$ cat src/rtl/alu_operand_sequencer.sv
`default_nettype none
// ============================================================================
// Module   : alu_operand_sequencer
// Brief    : Multi-cycle register file / operand sequencer around an external ALU.
// Revision : 1.0  initial release
// ============================================================================
module alu_operand_sequencer (
   input  logic        clk,
   input  logic        reset,
   input  logic        in_valid,
   output logic        in_ready,
   input  logic [1:0]  in_kind,
   input  logic [1:0]  in_aluop,
   input  logic [2:0]  in_rn,
   input  logic [2:0]  in_rm,
   input  logic [2:0]  in_rd,
   input  logic [1:0]  in_shift,
   input  logic [7:0]  in_imm8,
   output logic [15:0] alu_a,
   output logic [15:0] alu_b,
   output logic [1:0]  alu_op,
   input  logic [15:0] alu_out,
   input  logic        alu_z,
   output logic [15:0] c_out,
   output logic        z_flag,
   output logic        done,
   input  logic [2:0]  dbg_sel,
   output logic [15:0] dbg_data
);

   localparam logic [2:0] c_IDLE   = 3'd0;
   localparam logic [2:0] c_LOAD_A = 3'd1;
   localparam logic [2:0] c_LOAD_B = 3'd2;
   localparam logic [2:0] c_EXEC   = 3'd3;
   localparam logic [2:0] c_WRITE  = 3'd4;

   localparam logic [1:0] c_KIND_ALU  = 2'b00;
   localparam logic [1:0] c_KIND_MOVR = 2'b01;
   localparam logic [1:0] c_KIND_MOVI = 2'b10;
   localparam logic [1:0] c_KIND_NOP  = 2'b11;
   localparam logic [1:0] c_OP_CMP    = 2'b01;

   logic [2:0]  r_state;
   logic [2:0]  w_next_state;
   logic        w_accept;
   logic        w_load_a;
   logic        w_load_b;
   logic        w_exec;
   logic        w_write;
   logic        w_wr_en;

   logic [1:0]  r_kind;
   logic [1:0]  r_aluop;
   logic [2:0]  r_rn;
   logic [2:0]  r_rm;
   logic [2:0]  r_rd;
   logic [1:0]  r_shift;
   logic [15:0] r_a;
   logic [15:0] r_b;
   logic [15:0] r_c;
   logic        r_z;
   logic [15:0] r_regs [8];
   logic [15:0] w_b_shifted;

   always_ff @(posedge clk) begin
      if (reset) r_state <= c_IDLE;
      else       r_state <= w_next_state;
   end

   always_comb begin
      w_next_state = r_state;
      case (r_state)
         c_IDLE: begin
            if (in_valid) begin
               if (in_kind == c_KIND_ALU || in_kind == c_KIND_MOVR) w_next_state = c_LOAD_A;
               else                                                   w_next_state = c_WRITE;
            end
         end
         c_LOAD_A: w_next_state = c_LOAD_B;
         c_LOAD_B: w_next_state = c_EXEC;
         c_EXEC:   w_next_state = c_WRITE;
         c_WRITE:  w_next_state = c_IDLE;
         default:  w_next_state = c_IDLE;
      endcase
   end

   always_comb begin
      in_ready = (r_state == c_IDLE);
      done     = (r_state == c_WRITE);
      w_accept = in_ready && in_valid;
      w_load_a = (r_state == c_LOAD_A);
      w_load_b = (r_state == c_LOAD_B);
      w_exec   = (r_state == c_EXEC);
      w_write  = (r_state == c_WRITE);
   end

   // CMP and the reserved kind complete without touching the register file.
   assign w_wr_en = w_write && (r_kind != c_KIND_NOP)
                    && !(r_kind == c_KIND_ALU && r_aluop == c_OP_CMP);

   always_comb begin
      w_b_shifted = r_b;
      case (r_shift)
         2'b01:   w_b_shifted = {r_b[14:0], 1'b0};
         2'b10:   w_b_shifted = {1'b0, r_b[15:1]};
         2'b11:   w_b_shifted = {r_b[15], r_b[15:1]};
         default: w_b_shifted = r_b;
      endcase
   end

   always_ff @(posedge clk) begin
      if (reset) begin
         r_kind  <= 2'b00;
         r_aluop <= 2'b00;
         r_rn    <= 3'd0;
         r_rm    <= 3'd0;
         r_rd    <= 3'd0;
         r_shift <= 2'b00;
         r_a     <= 16'h0000;
         r_b     <= 16'h0000;
         r_c     <= 16'h0000;
         r_z     <= 1'b0;
         for (int i = 0; i < 8; i++) r_regs[i] <= 16'h0000;
      end else begin
         if (w_accept) begin
            r_kind  <= in_kind;
            r_aluop <= in_aluop;
            r_rn    <= in_rn;
            r_rm    <= in_rm;
            r_rd    <= in_rd;
            r_shift <= in_shift;
            if (in_kind == c_KIND_MOVI) r_c <= {{8{in_imm8[7]}}, in_imm8};
         end
         if (w_load_a) r_a <= (r_kind == c_KIND_ALU) ? r_regs[r_rn] : 16'h0000;
         if (w_load_b) r_b <= r_regs[r_rm];
         if (w_exec) begin
            r_c <= alu_out;
            if (r_kind == c_KIND_ALU) r_z <= alu_z;
         end
         if (w_wr_en) r_regs[r_rd] <= r_c;
      end
   end

   assign alu_a    = r_a;
   assign alu_b    = w_b_shifted;
   assign alu_op   = (r_kind == c_KIND_ALU) ? r_aluop : 2'b00;
   assign c_out    = r_c;
   assign z_flag   = r_z;
   assign dbg_data = r_regs[dbg_sel];

endmodule
`default_nettype wire

$ cat config.mk
export PLATFORM = sky130hd
export DESIGN_NAME = alu_operand_sequencer
export DESIGN_NICKNAME = d
export VERILOG_FILES = /design/src/rtl/alu_operand_sequencer.sv
export SDC_FILE = /design/constraint.sdc
export NUM_CORES = 1
export LEC_CHECK = 0
export ABC_AREA = 1
export BUFFER_PORTS_ARGS = -buffer_cell sky130_fd_sc_hd__buf_4
export CORE_AREA = 4 4 147 206
export DETAILED_ROUTE_END_ITERATION = 10
export DIE_AREA = 0 0 151 210
export REMOVE_ABC_BUFFERS = 1
export SLEW_MARGIN = 20
export SYNTH_ARGS = -nofsm -noshare
export SYNTH_HDL_FRONTEND = slang
export SYNTH_SLANG_ARGS = --single-unit
$ cat constraint.sdc
create_clock -name clk -period 1.91 [get_ports clk]
set_input_delay 0.2865 -clock clk [delete_from_list [all_inputs] [get_ports clk]]
set_output_delay 0.2865 -clock clk [all_outputs]
set_load 0.02 [all_outputs]
-- Word level (Yosys, flattened, before mapping)
Memory sizes are Yosys's and may differ from the RTL's. A register that Yosys moved wholly into a read port is not among the register bits.
Cells that the tools add are included.
- memory bits (writable): 128
- input port bits: 46
- memories kept: 1
- bits in registers: 51
- logic and storage cells: 56
- reduce and logical (&&, ||, !) cells: 14
- equal/unequal tests: 12
- multiplexer cells: 19
- memory list (name ; words ; bits a word ; rd ports ; clocked after Yosys merged registers in ; wr ports ; RTL line ; RTL):
    r_regs ; 8 ; 16 ; 3 ; 2 ; 8 ; 62 ; logic [15:0] r_regs [8];
- operator list (operator ; number):
    $mux 16 ; 5
    $pmux 16 s3 ; 1
    $reduce_or 16->1 ; 1
    $mux 3 ; 5
    $pmux 3 s4 ; 1
    $eq 2x1->1 const B ; 3
    $eq 2x2->1 const B ; 3
    $eq 3x2->1 const B ; 2
    $mux 1 ; 6
    $logic_and 1x1->1 ; 4
    $logic_not 2->1 ; 2
    $ne 2x2->1 const B ; 2
    $reduce_and 2->1 ; 2
    $reduce_bool 2->1 ; 2
    $eq 3x1->1 const B ; 1
    $eq 3x3->1 const B ; 1
    $logic_not 3->1 ; 1
    $mux 2 ; 1
    $logic_not 1->1 ; 1
    $logic_or 1x1->1 ; 1

-- Logic depth before layout (Yosys ltp)
Gate-level depths: netlist of run 1.
- depth in word-level cells: 9
- gate-level depth with buffers: 9
- mapped depth without buffers: 8

-- Least setup slack after synthesis of run 1
OpenSTA, ideal clock, no wires.
- path type: register to register
- from: reg r_kind[1]
- to: mem r_regs[4][0] (enable)
- path slack: -114 ps
- clock period less this slack: 2024 ps
- arrival time: 1661 ps
- setup time: 363 ps
- cell stages (with the launch flop): 10
- path through: dfxtp_1 > inv_1 > nand2_4 > nor2_1 > nand2_1 > nand3_4 > nor2_8 > nand2_4 > buf_6 > nand2_1
- RTL lines (item ; RTL line ; RTL):
    start: declaration ; 52 ; logic [1:0] r_kind;
    start signal: assignment ; 126 ; r_kind <= in_kind;
    end: declaration ; 62 ;

==> summary.md, run 1 <==
| Metric | Value |
|---|---|
| Post-layout min period | 1850 ps |
| Crit-path leading delay family | compound AO/OA/AOI/OAI gates |
| Adder-cell share of the synthesized area | 0 |
| Die W | 151 um |
| Seq/Total Area, Yosys | 0.467 |
| Crit Path Category | reg -> out |
| Cell area after layout | ~13000 sq um |
| Crit path capture | dbg_data[9] |
| Setup TNS Final | 0 ps |
| Distinct cells, synth | 27 |
| Cell chain of the critical path | o21ai_0 -> nand2_1 -> o21a_1 -> buf_4 |
| Number of I/O port buffers | ~110 |
| Relative slew slack | 0.667 |
| Core area | ~28000 sq um |
| Worst R2R Path Depth | 8 |
| Drc violations | 0 |
| Die height | 210 um |
| Reg2Reg Launch Point | r_state[1]$_SDFFE_PP0P_ |
| Levels on crit path | 4 |
| MaxCap Viol Count | 0 |
| Worst-margin pin slew | roughly 500 ps |
| Clk_lat worst skew | 460 ps |
| Grt ovf | 0 |
| Htree depth | 4 |
| Compound-gate portion of the synthesized area | 0.110 |
| Fin nets | between 1500 and 2000 |
| Arr. time, crit path | 1570 ps |
| Rows | 73 |
| Final Wtd Congestion | about 0.85 |
| Clk root buf | clkbuf_16 |
| Worst slack, placed | approximately 220 ps |
| Boundary Pins | 115 |
| Post-Syn Area | 11200 sq um |
| Worst-path fanout max | 2 |
| Pin count of the biggest net entering global routing | 65 |
| Peak VDD IR | between 0.0006 and 0.0007 V |
| Final Hold Vio Count | 0 |
| HPWL Detailed | around 24 mm |
| Number of global-route vias before repair | roughly 10000 |
| DR pass1 iterations | 5 |
| Synth warn | 0 |
| Area Growth Syn to Fin | 18.7% |
| Total GRT Usage | 0.236 |
| Worst setup SP type | flop |
| Placed instance area | between 10000 and 15000 sq um |
| Reg clk slew, reported paths | around 70 ps |
| Die area | 31700 sq um |
| Flop2flop setup slack | ~200 ps |
| CTS tree | built |
| RSZ-0062 raised after global routing | no |
| Clk sinks | approximately 200 |
| Crit path launch | r_regs[3][9]$_SDFFCE_PN0P_ |
| Worst Hold Path Cells | 3 |
| Worst path required time | 1620 ps |
| Post-Syn Area per Cell | 7.23 sq um |
| Non-filler cells, final | just over 2000 |
| DR iter-0 viols | roughly 730 |
| Clock skew | 7.57 ps |
| Vias per inst | 5.25 |
| Final setup viols | 0 |
| First-pass GRT wire length | 56.9 mm |
| CP endpoint kind | primary output |
| Inserted Clock Buffers | 17 |
| Hold_buf cts | 0 |
| Lkg Pwr | 5.83 nW |
| Yosys reg bits | between 150 and 200 |
| Final setup margin | approximately 56 ps |
| Part of the cycle the worst path needs | 0.971 |
| Pwr dens | roughly 820 nW/um^2 |
| Final ANT Viol Nets | 0 |
| ANT cells | 0 |
| Status | finished clean |
| Placed insts | 1994 |
| Starting density of the core | 0.396 |
| FMAX | approximately 540 MHz |
| Worst path max stage delay | around 380 ps |
| Crit path max-delay cell type | edfxtp_1 |
| R2R Path End | c_out[11]$_SDFFE_PP0P_ |
| Hold WS | approximately 110 ps |
| Post-synthesis cell count | about 1600 |
| Initial antenna violation count | 0 |
| CP bufs+invs | 1 |
| WL final | around 37 mm |
| Hold Path Class | in -> reg |
| Layout cells sized above 1 | 0.148 |
| Clock Tree Buf Depth | 2 |
| Multiplexer share of the synthesized area | 0 |
| Vias | roughly 11000 |
| DR WL/cell | 18.2 um |
| Fin. max-slew vios | 0 |
| Xor-xnor portion of the synthesized cell area | 0 |
| Largest family of logic cells by synthesized area | simple AND/OR/NAND/NOR gates |
| Simple-Gate Fraction of Synth Area | 0.320 |
[worst min-delay path, stage by stage]
cell and delay (ps):
buf_4 120, nand2_1 50, a211oi_1 50
[layout make-up]
type                       instances  area [sq um]
clock buffer                      17           425
clock inverter                    14           146
fill                            2860         15000
inverter                         184           693
multi-input combinational       1070          4840
sequential                       198          5250
tap                              375           469
timing repair buffer             170          1490
[cells in the mapped netlist (all sizes together)]
cell type / instances / share of area
o221ai: 12 / 0.0094
inv: 166 / 0.056
buf: 46 / 0.023
clkinv: 18 / 0.0060
dfxtp: 70 / 0.12
o211ai: 1 / 0.00067
edfxtp: 128 / 0.34
nand2: 417 / 0.15
nand3: 242 / 0.11
a21oi: 112 / 0.050
nor3: 1 / 0.00045
nor2: 182 / 0.064
o21ai: 83 / 0.037
o21a: 16 / 0.011
a211oi: 1 / 0.00067
nand4: 1 / 0.00056
a22oi: 2 / 0.0013
clkbuf: 53 / 0.018
[cells by family (layout without fill, tap and decap cells)]
| group | count (synthesis) | in the layout |
|---|---|---|
| AOI/OAI and AO/OA | 227 | 227 |
| buffers and inverters | 283 | 385 |
| DFF | 198 | 198 |
| and+or+nand+nor | 843 | 843 |
[cell usage in the layout (no fill, tap or decap), drive strengths merged]
master and count:
nor2 182, nor3 1, bufinv 1, clkbuf 17, a21oi 112, clkinv 23
clkinvlp 3, o21a 16, a211oi 1, nand4 1, nand2 417, inv 171
o211ai 1, buf 170, o21ai 83, o221ai 12, nand3 242, a22oi 2
dfxtp 70, edfxtp 128
[report_power, final]
group          internal (mW)  switching [mW]  total, mW
combinational          0.867            1.71       2.58
clock                   1.82            1.68       3.50
sequential              4.76           0.123       4.88
total                   7.45            3.52       11.0
[per-stage QoR]
step | power, mW | util
6_report | 11.0 | 0.470
2_1_floorplan | 6.42 | -
3_5_place_dp | 7.52 | 0.448
5_1_grt | 11.5 | 0.470
3_3_place_gp | 7.49 | 0.448
4_1_cts | 11.0 | 0.469
[worst min path at each step]
stage	from	end	slack, ps
2_1_floorplan	reset	alu_a[0]$_SDFFE_PP0P_	360
5_1_grt	in_kind[1]	r_state[2]$_SDFFE_PP0P_	100
3_3_place_gp	r_aluop[0]$_SDFFE_PP0P_	r_aluop[0]$_SDFFE_PP0P_	440
6_report	in_kind[1]	r_state[2]$_SDFFE_PP0P_	110
3_5_place_dp	alu_a[12]$_SDFFE_PP0P_	alu_a[12]$_SDFFE_PP0P_	460
4_1_cts	in_rn[1]	flop	80
[timing repair]
| item | in CTS | in global routing |
|---|---|---|
| buffers inserted | 0 | 3 |
| endpoints found under the hold margin | 0 | 0 |
| endpoints found under the setup margin | 15 | 15 |
| pin swaps | 0 | 2 |
| gates cloned | 0 | 0 |
| resized for setup | 5 | 22 |
[sequential cells by signal, indices dropped and copies added, names as in the netlist, named ones only]
name / count
c_out: 16
r_state: 3
r_rm: 3
alu_a: 16
r_aluop: 2
r_regs: 128
r_kind: 2
r_shift: 2
r_rn: 3
z_flag: 1
r_rd: 3
r_b: 16
[layer usage]
metal	wire length [um]	up-vias	global-route usage
met5	0	-	0
met4	1630	0	0.108
met3	2630	107	0.0452
met2	18400	511	0.405
met1	14200	4813	0.286
li1	-	5226	-
(Power assumes the default switching activity.)
==> run 2, diff against run 1 <==
--- a/config.mk
+++ b/config.mk
@@ -7,9 +7,10 @@
 export LEC_CHECK = 0
 export ABC_AREA = 1
 export BUFFER_PORTS_ARGS = -buffer_cell sky130_fd_sc_hd__buf_4
-export CORE_AREA = 4 4 147 206
+export CORE_AREA = 4 4 173 175
+export CTS_BUF_LIST = sky130_fd_sc_hd__clkbuf_8
 export DETAILED_ROUTE_END_ITERATION = 10
-export DIE_AREA = 0 0 151 210
+export DIE_AREA = 0 0 177 179
 export REMOVE_ABC_BUFFERS = 1
 export SLEW_MARGIN = 20
 export SYNTH_ARGS = -nofsm -noshare
==> summary.md, run 2 (synthesis results as in run 1) <==
| Metric | Value |
|---|---|
| Status | finished, violations left |
| Failing checks | setup timing |
| Crit Path Category | reg -> out |
| Core area | 28500 sq um (+0.55%) |
| First-pass GRT wire length | 58.1 mm (+2.2%) |
| Starting density of the core | 0.394 (-0.00216) |
| Pin count of the biggest net entering global routing | 66 (+1.5%) |
| Most common cell after layout, fill and taps aside | nand2_1 |
| Lkg Pwr | 5.97 nW (+2.5%) |
| Final Wtd Congestion | 0.913 (+7.4%) |
| Final Hold Vio Count | 0 (unchanged) |
| Clk sinks | 198 (unchanged) |
| CP endpoint kind | primary output |
| Relative slew slack | 0.665 (-0.00218) |
| Die height | 179 um (-15%) |
| Peak VDD IR | 0.000391 V (-44%) |
| FMAX | 513 MHz (-4.9%) |
| Pwr dens | 770 nW/um^2 (-6.5%) |
| Clock Tree Buf Depth | 2 (unchanged) |
| Number of global-route vias before repair | 9929 (-2.8%) |
| Drc violations | 0 (unchanged) |
| DR pass1 iterations | 8 (+3) |
| Worst R2R Path Depth | 13 (+5) |
| Boundary Pins | 115 (unchanged) |
| Worst path required time | 1620 ps (about the same) |
| R2R Path End | r_b[2]$_SDFFE_PP0N_ |
| Worst Hold Path Cells | 3 (unchanged) |
| Clk root buf | clkbuf_8 |
| Die area | 31700 sq um (about the same) |
| Hold path endpoint | r_state[2]$_SDFFE_PP0P_ |
| Die W | 177 um (+17%) |
| MaxCap Viol Count | 0 (unchanged) |
| RSZ-0062 raised after global routing | yes |
| Non-filler cells, final | 2084 (+2.8%) |
| DR WL/cell | 18.1 um (-0.41%) |
| Hold Path Class | in -> reg |
| Placed instance area | 12700 sq um (about the same) |
| Inserted Clock Buffers | 17 (unchanged) |
| Number of I/O port buffers | 114 (unchanged) |
| Hold WS | 69.5 ps (-37.3 ps) |
| Flop2flop setup slack | 40 ps (-160 ps) |
| Final setup viols | 4 (+4) |
| Part of the cycle the worst path needs | 1.02 (+0.0496) |
| Max FFs per register | 128 (unchanged) |
| Arr. time, crit path | 1660 ps (+90 ps) |
| WL final | 37.7 mm (+2.3%) |
| Worst setup SP type | flop |
| Hold_buf cts | 0 (unchanged) |
| CTS tree | built |
| Layout cells sized above 1 | 0.201 (+0.0536) |
| DR iter-0 viols | 1221 (+67%) |
| Fin nets | 1733 (+2.7%) |
| Fin. max-slew vios | 0 (unchanged) |
| Fin util | 0.477 (+0.00697) |
| Cell area after layout | 13600 sq um (+2.0%) |
| Crit path launch | r_regs[5][2]$_SDFFCE_PN0P_ |
| Final ANT Viol Nets | 0 (unchanged) |
| Area Growth Syn to Fin | 21.1% |
| Clock skew | 19.9 ps (+12.4 ps) |
| Biggest register | r_regs |
| Htree depth | 4 (unchanged) |
| HPWL Detailed | 26.7 mm (+11%) |
| Commonest non-fill, non-tap cells in the layout | nand2_1, nand3_1, buf_4, nor2_1, edfxtp_1 |
| Final setup margin | -38.7 ps (-94.8 ps) |
| Post-layout min period | 1950 ps (+94.8 ps) |
| HP Start | in_kind[1] |
| Worst-margin pin slew | 502 ps (+3.26 ps) |
| Reg clk slew, reported paths | 120 ps (+50 ps) |
| Reg2Reg Launch Point | r_regs[1][2]$_SDFFCE_PN0P_ |
| Initial antenna violation count | 0 (unchanged) |
| Total GRT Usage | 0.237 (+0.000973) |
| Rows | 62 (-15%) |
| Placed insts | 2009 (+0.75%) |
| ANT cells | 0 (unchanged) |
| Vias per inst | 5.26 (about the same) |
| Total Power | 10.5 mW (-4.6%) |
| Worst-path fanout max | 3 (+1) |
| Clk_lat worst skew | 480 ps (+20 ps) |
| Vias | 11000 (+2.8%) |
| Grt ovf | 0 (unchanged) |
## run 2: worst max-delay path by stage
stage,endpoint,slack [ps],depth (start not counted)
final,dbg_data[2],-40,6
after floorplan,r_b[0]$_SDFFE_PP0N_,-1070,6
after CTS,dbg_data[15],0.2,4
after detailed placement,dbg_data[12],200,8
after global placement,dbg_data[1],230,8
after global routing,dbg_data[2],-120,6
## run 2: layout make-up
class | count | area (sq um)
inverters | 184 | 696
fillers | 2894 | 14900
clock buffers | 18 | 248
well taps | 384 | 480
clock inverters | 14 | 179
repair buffers | 216 | 1820
flip-flops and latches | 198 | 5260
multi-input cells | 1070 | 4910
## run 2: per-layer routing
layer  vias up  share of wire  global-route usage
met5         -              0             0.00321
met4         0          0.019              0.0590
met1      5057           0.45               0.349
met3        50           0.11              0.0660
met2       535           0.42               0.347
li1       5311              -                   -
## run 2: repair_timing
| item | in CTS | in global routing |
|---|---|---|
| setup endpoints to repair | 29 | 35 |
| gates resized for setup | 36 | 69 |
| endpoints found under the hold margin | 0 | 0 |
| pin swaps | 1 | 14 |
| setup buffers | 23 | 20 |
## run 2: stage by stage
step           setup slack [ps]  setup TNS (ps)
2_1_floorplan             -1070          -37920
3_3_place_gp                234               0
3_5_place_dp                201               0
4_1_cts                   0.241               0
5_1_grt                    -120            -955
6_report                  -38.7           -67.4
## run 2: where the power goes
| group | total [mW] | leakage (nW) | internal [mW] | switching, mW |
|---|---|---|---|---|
| clock network | 2.91 | 0.218 | 1.16 | 1.74 |
| registers | 4.94 | 1.90 | 4.76 | 0.178 |
| logic | 2.62 | 3.86 | 0.920 | 1.70 |
| total | 10.5 | 5.97 | 6.84 | 3.62 |
## run 2: worst max-delay path: stages, from the launching register on
cell      delay, ps
edfxtp_1        460
inv_2            70
a21oi_1         120
o21ai_0         110
nand3_1         110
o21a_1          180
buf_6           140
==> run 3, diff against run 2 <==
==> constraint.sdc (replaced) <==
create_clock -name clk -period 1.91 [get_ports clk]
set_input_delay 0.2865 -clock clk [delete_from_list [all_inputs] [get_ports clk]]
set_output_delay 0.2865 -clock clk [all_outputs]
set_load 0.01 [all_outputs]
==> summary.md, run 3 (synthesis results as in run 1) <==
| Metric | Value |
|---|---|
| HPWL Detailed | 26.8 mm (+0.32%) |
| Non-filler cells, final | 2069 (-0.72%) |
| Worst-path fanout max | 3 (unchanged) |
| ANT cells | 0 (unchanged) |
| Hold_buf cts | 0 (unchanged) |
| Final setup viols | 1 (-3) |
| WL final | 37.3 mm (-1.2%) |
| Part of the cycle the worst path needs | 1.00 (-0.0183) |
| Drc violations | 0 (unchanged) |
| DR iter-0 viols | 1490 (+22%) |
| Rows | 62 (unchanged) |
| Arr. time, crit path | 1630 ps (-30 ps) |
| CTS tree | built |
| Fin util | 0.475 (-0.00224) |
| Crit Path Category | reg -> out |
| Area Growth Syn to Fin | 20.5% |
| Htree depth | 4 (unchanged) |
| Hold Path Class | in -> reg |
| Core area | 28500 sq um (unchanged) |
| CP endpoint kind | primary output |
| Inserted Clock Buffers | 17 (unchanged) |
| Status | finished, violations left |
| Most common cell after layout, fill and taps aside | nand2_1 |
| Worst path required time | 1620 ps (about the same) |
| Failing checks | setup timing |
| Clock Tree Buf Depth | 2 (unchanged) |
| Final Wtd Congestion | 0.910 (-0.32%) |
| Die height | 179 um (unchanged) |
| Worst setup SP type | flop |
| Final ANT Viol Nets | 0 (unchanged) |
| Grt ovf | 0 (unchanged) |
| Commonest non-fill, non-tap cells in the layout | nand2_1, nand3_1, nor2_1, buf_4, edfxtp_1 |
| First-pass GRT wire length | 57.0 mm (-2.0%) |
| Fin. max-slew vios | 0 (unchanged) |
| Final setup margin | -3.84 ps (+34.9 ps) |
| Reg clk slew, reported paths | 120 ps (about the same) |
| Final Hold Vio Count | 0 (unchanged) |
| Initial antenna violation count | 0 (unchanged) |
| Pwr dens | 764 nW/um^2 (-0.79%) |
| Peak VDD IR | 0.000509 V (+30%) |
| Reg2Reg Launch Point | r_kind[1]$_SDFFE_PP0P_ |
| Fin nets | 1718 (-0.87%) |
| Total GRT Usage | 0.231 (-0.00614) |
| Layout cells sized above 1 | 0.185 (-0.0166) |
| MaxCap Viol Count | 0 (unchanged) |
| Clk_lat worst skew | 490 ps (about the same) |
| HP Start | in_aluop[0] |
| Crit path launch | r_regs[5][10]$_SDFFCE_PN0P_ |
| Max FFs per register | 128 (unchanged) |
| Clock skew | 29.9 ps (+9.98 ps) |
| Number of global-route vias before repair | 9729 (-2.0%) |
| Die W | 177 um (unchanged) |
| Lkg Pwr | 5.93 nW (-0.78%) |
| DR pass1 iterations | 6 (-2) |
| Pin count of the biggest net entering global routing | 65 (-1.5%) |
| Setup TNS Final | -3.84 ps (+63.5 ps) |
| Clk sinks | 198 (unchanged) |
| Biggest register | r_regs |
| Number of I/O port buffers | 114 (unchanged) |
| Placed insts | 2004 (-0.25%) |
| Boundary Pins | 115 (unchanged) |
| Vias per inst | 5.26 (about the same) |
| FMAX | 523 MHz (+1.8%) |
| Vias | 10900 (-0.73%) |
| Post-layout min period | 1910 ps (-34.9 ps) |
| RSZ-0062 raised after global routing | yes |
| # fillers | 2863 (-1.1%) |
| Die area | 31700 sq um (unchanged) |
| DR WL/cell | 18.0 um (-0.48%) |
| Relative slew slack | 0.667 (+0.00184) |
| Starting density of the core | 0.394 (unchanged) |
| Clk root buf | clkbuf_8 |
| Worst-margin pin slew | 499 ps (-3.48 ps) |
-- run 3: cell types whose count changed in the layout (fill, tap and decap cells not counted), sizes merged --
cell / change
clkinv: +1
buf: -15
inv: -1
-- run 3: path summary, 6_finish.rpt --
| check | end | slack (ps) | cells after the start |
|---|---|---|---|
| setup / recovery | dbg_data[10] | -4 | 6 |
| hold / removal | r_aluop[0]$_SDFFE_PP0P_ | 70 | 3 |
| setup reg to reg | r_regs[2][2]$_SDFFCE_PN0P_ | 230 | 9 |
| hold reg to reg | r_b[2]$_SDFFE_PP0N_ | 470 | 2 |
-- run 3: layout make-up --
class                           instances  area [sq um]  share of cell area
Clock buffer                           18           248              0.0183
Inverter                              184           693              0.0513
Multi-Input combinational cell       1070          4860               0.360
Sequential cell                       198          5250               0.388
Clock inverter                         14           179              0.0132
Tap cell                              384           480              0.0355
Timing Repair Buffer                  201          1810               0.134
-- run 3: repair_timing --
item,CTS,global route
hold endpoints to repair,0,0
setup endpoints to repair,30,24
resized for setup,32,43
setup buffers,11,22
pin swaps,2,9
-- run 3: power by group --
| group | total [mW] | switching (mW) | internal, mW |
|---|---|---|---|
| clock network | 2.89 | 1.73 | 1.15 |
| logic | 2.49 | 1.56 | 0.926 |
| registers | 4.96 | 0.195 | 4.76 |
| total | 10.3 | 3.49 | 6.84 |
-- run 3: metal layers --
metal / track usage / up-vias / routed length, um
met2: 0.332 / 551 / 15500
met3: 0.0426 / 45 / 3690
met4: 0.0606 / 0 / 671
li1: - / 5275 / -
met1: 0.357 / 5002 / 17400
met5: 0 / - / 0
-- run 3: critical path, cell delays in order, from the launching register on --
cell and delay [ps]:
edfxtp_1 450, inv_2 80, a21oi_1 130, o21ai_0 90, nand3_1 90, o21a_1 180, buf_6 120
-- run 3: through the flow --
stage	area (sq um)	power [mW]	hold WS [ps]	setup WS [ps]
after floorplan	10800	6.34	356	-1070
after global placement	12800	7.41	454	242
after detailed placement	12800	7.42	458	230
after CTS	13300	10.3	45.4	1.44
after global routing	13500	10.8	43.0	-72.7
final	13500	10.3	68.8	-3.84
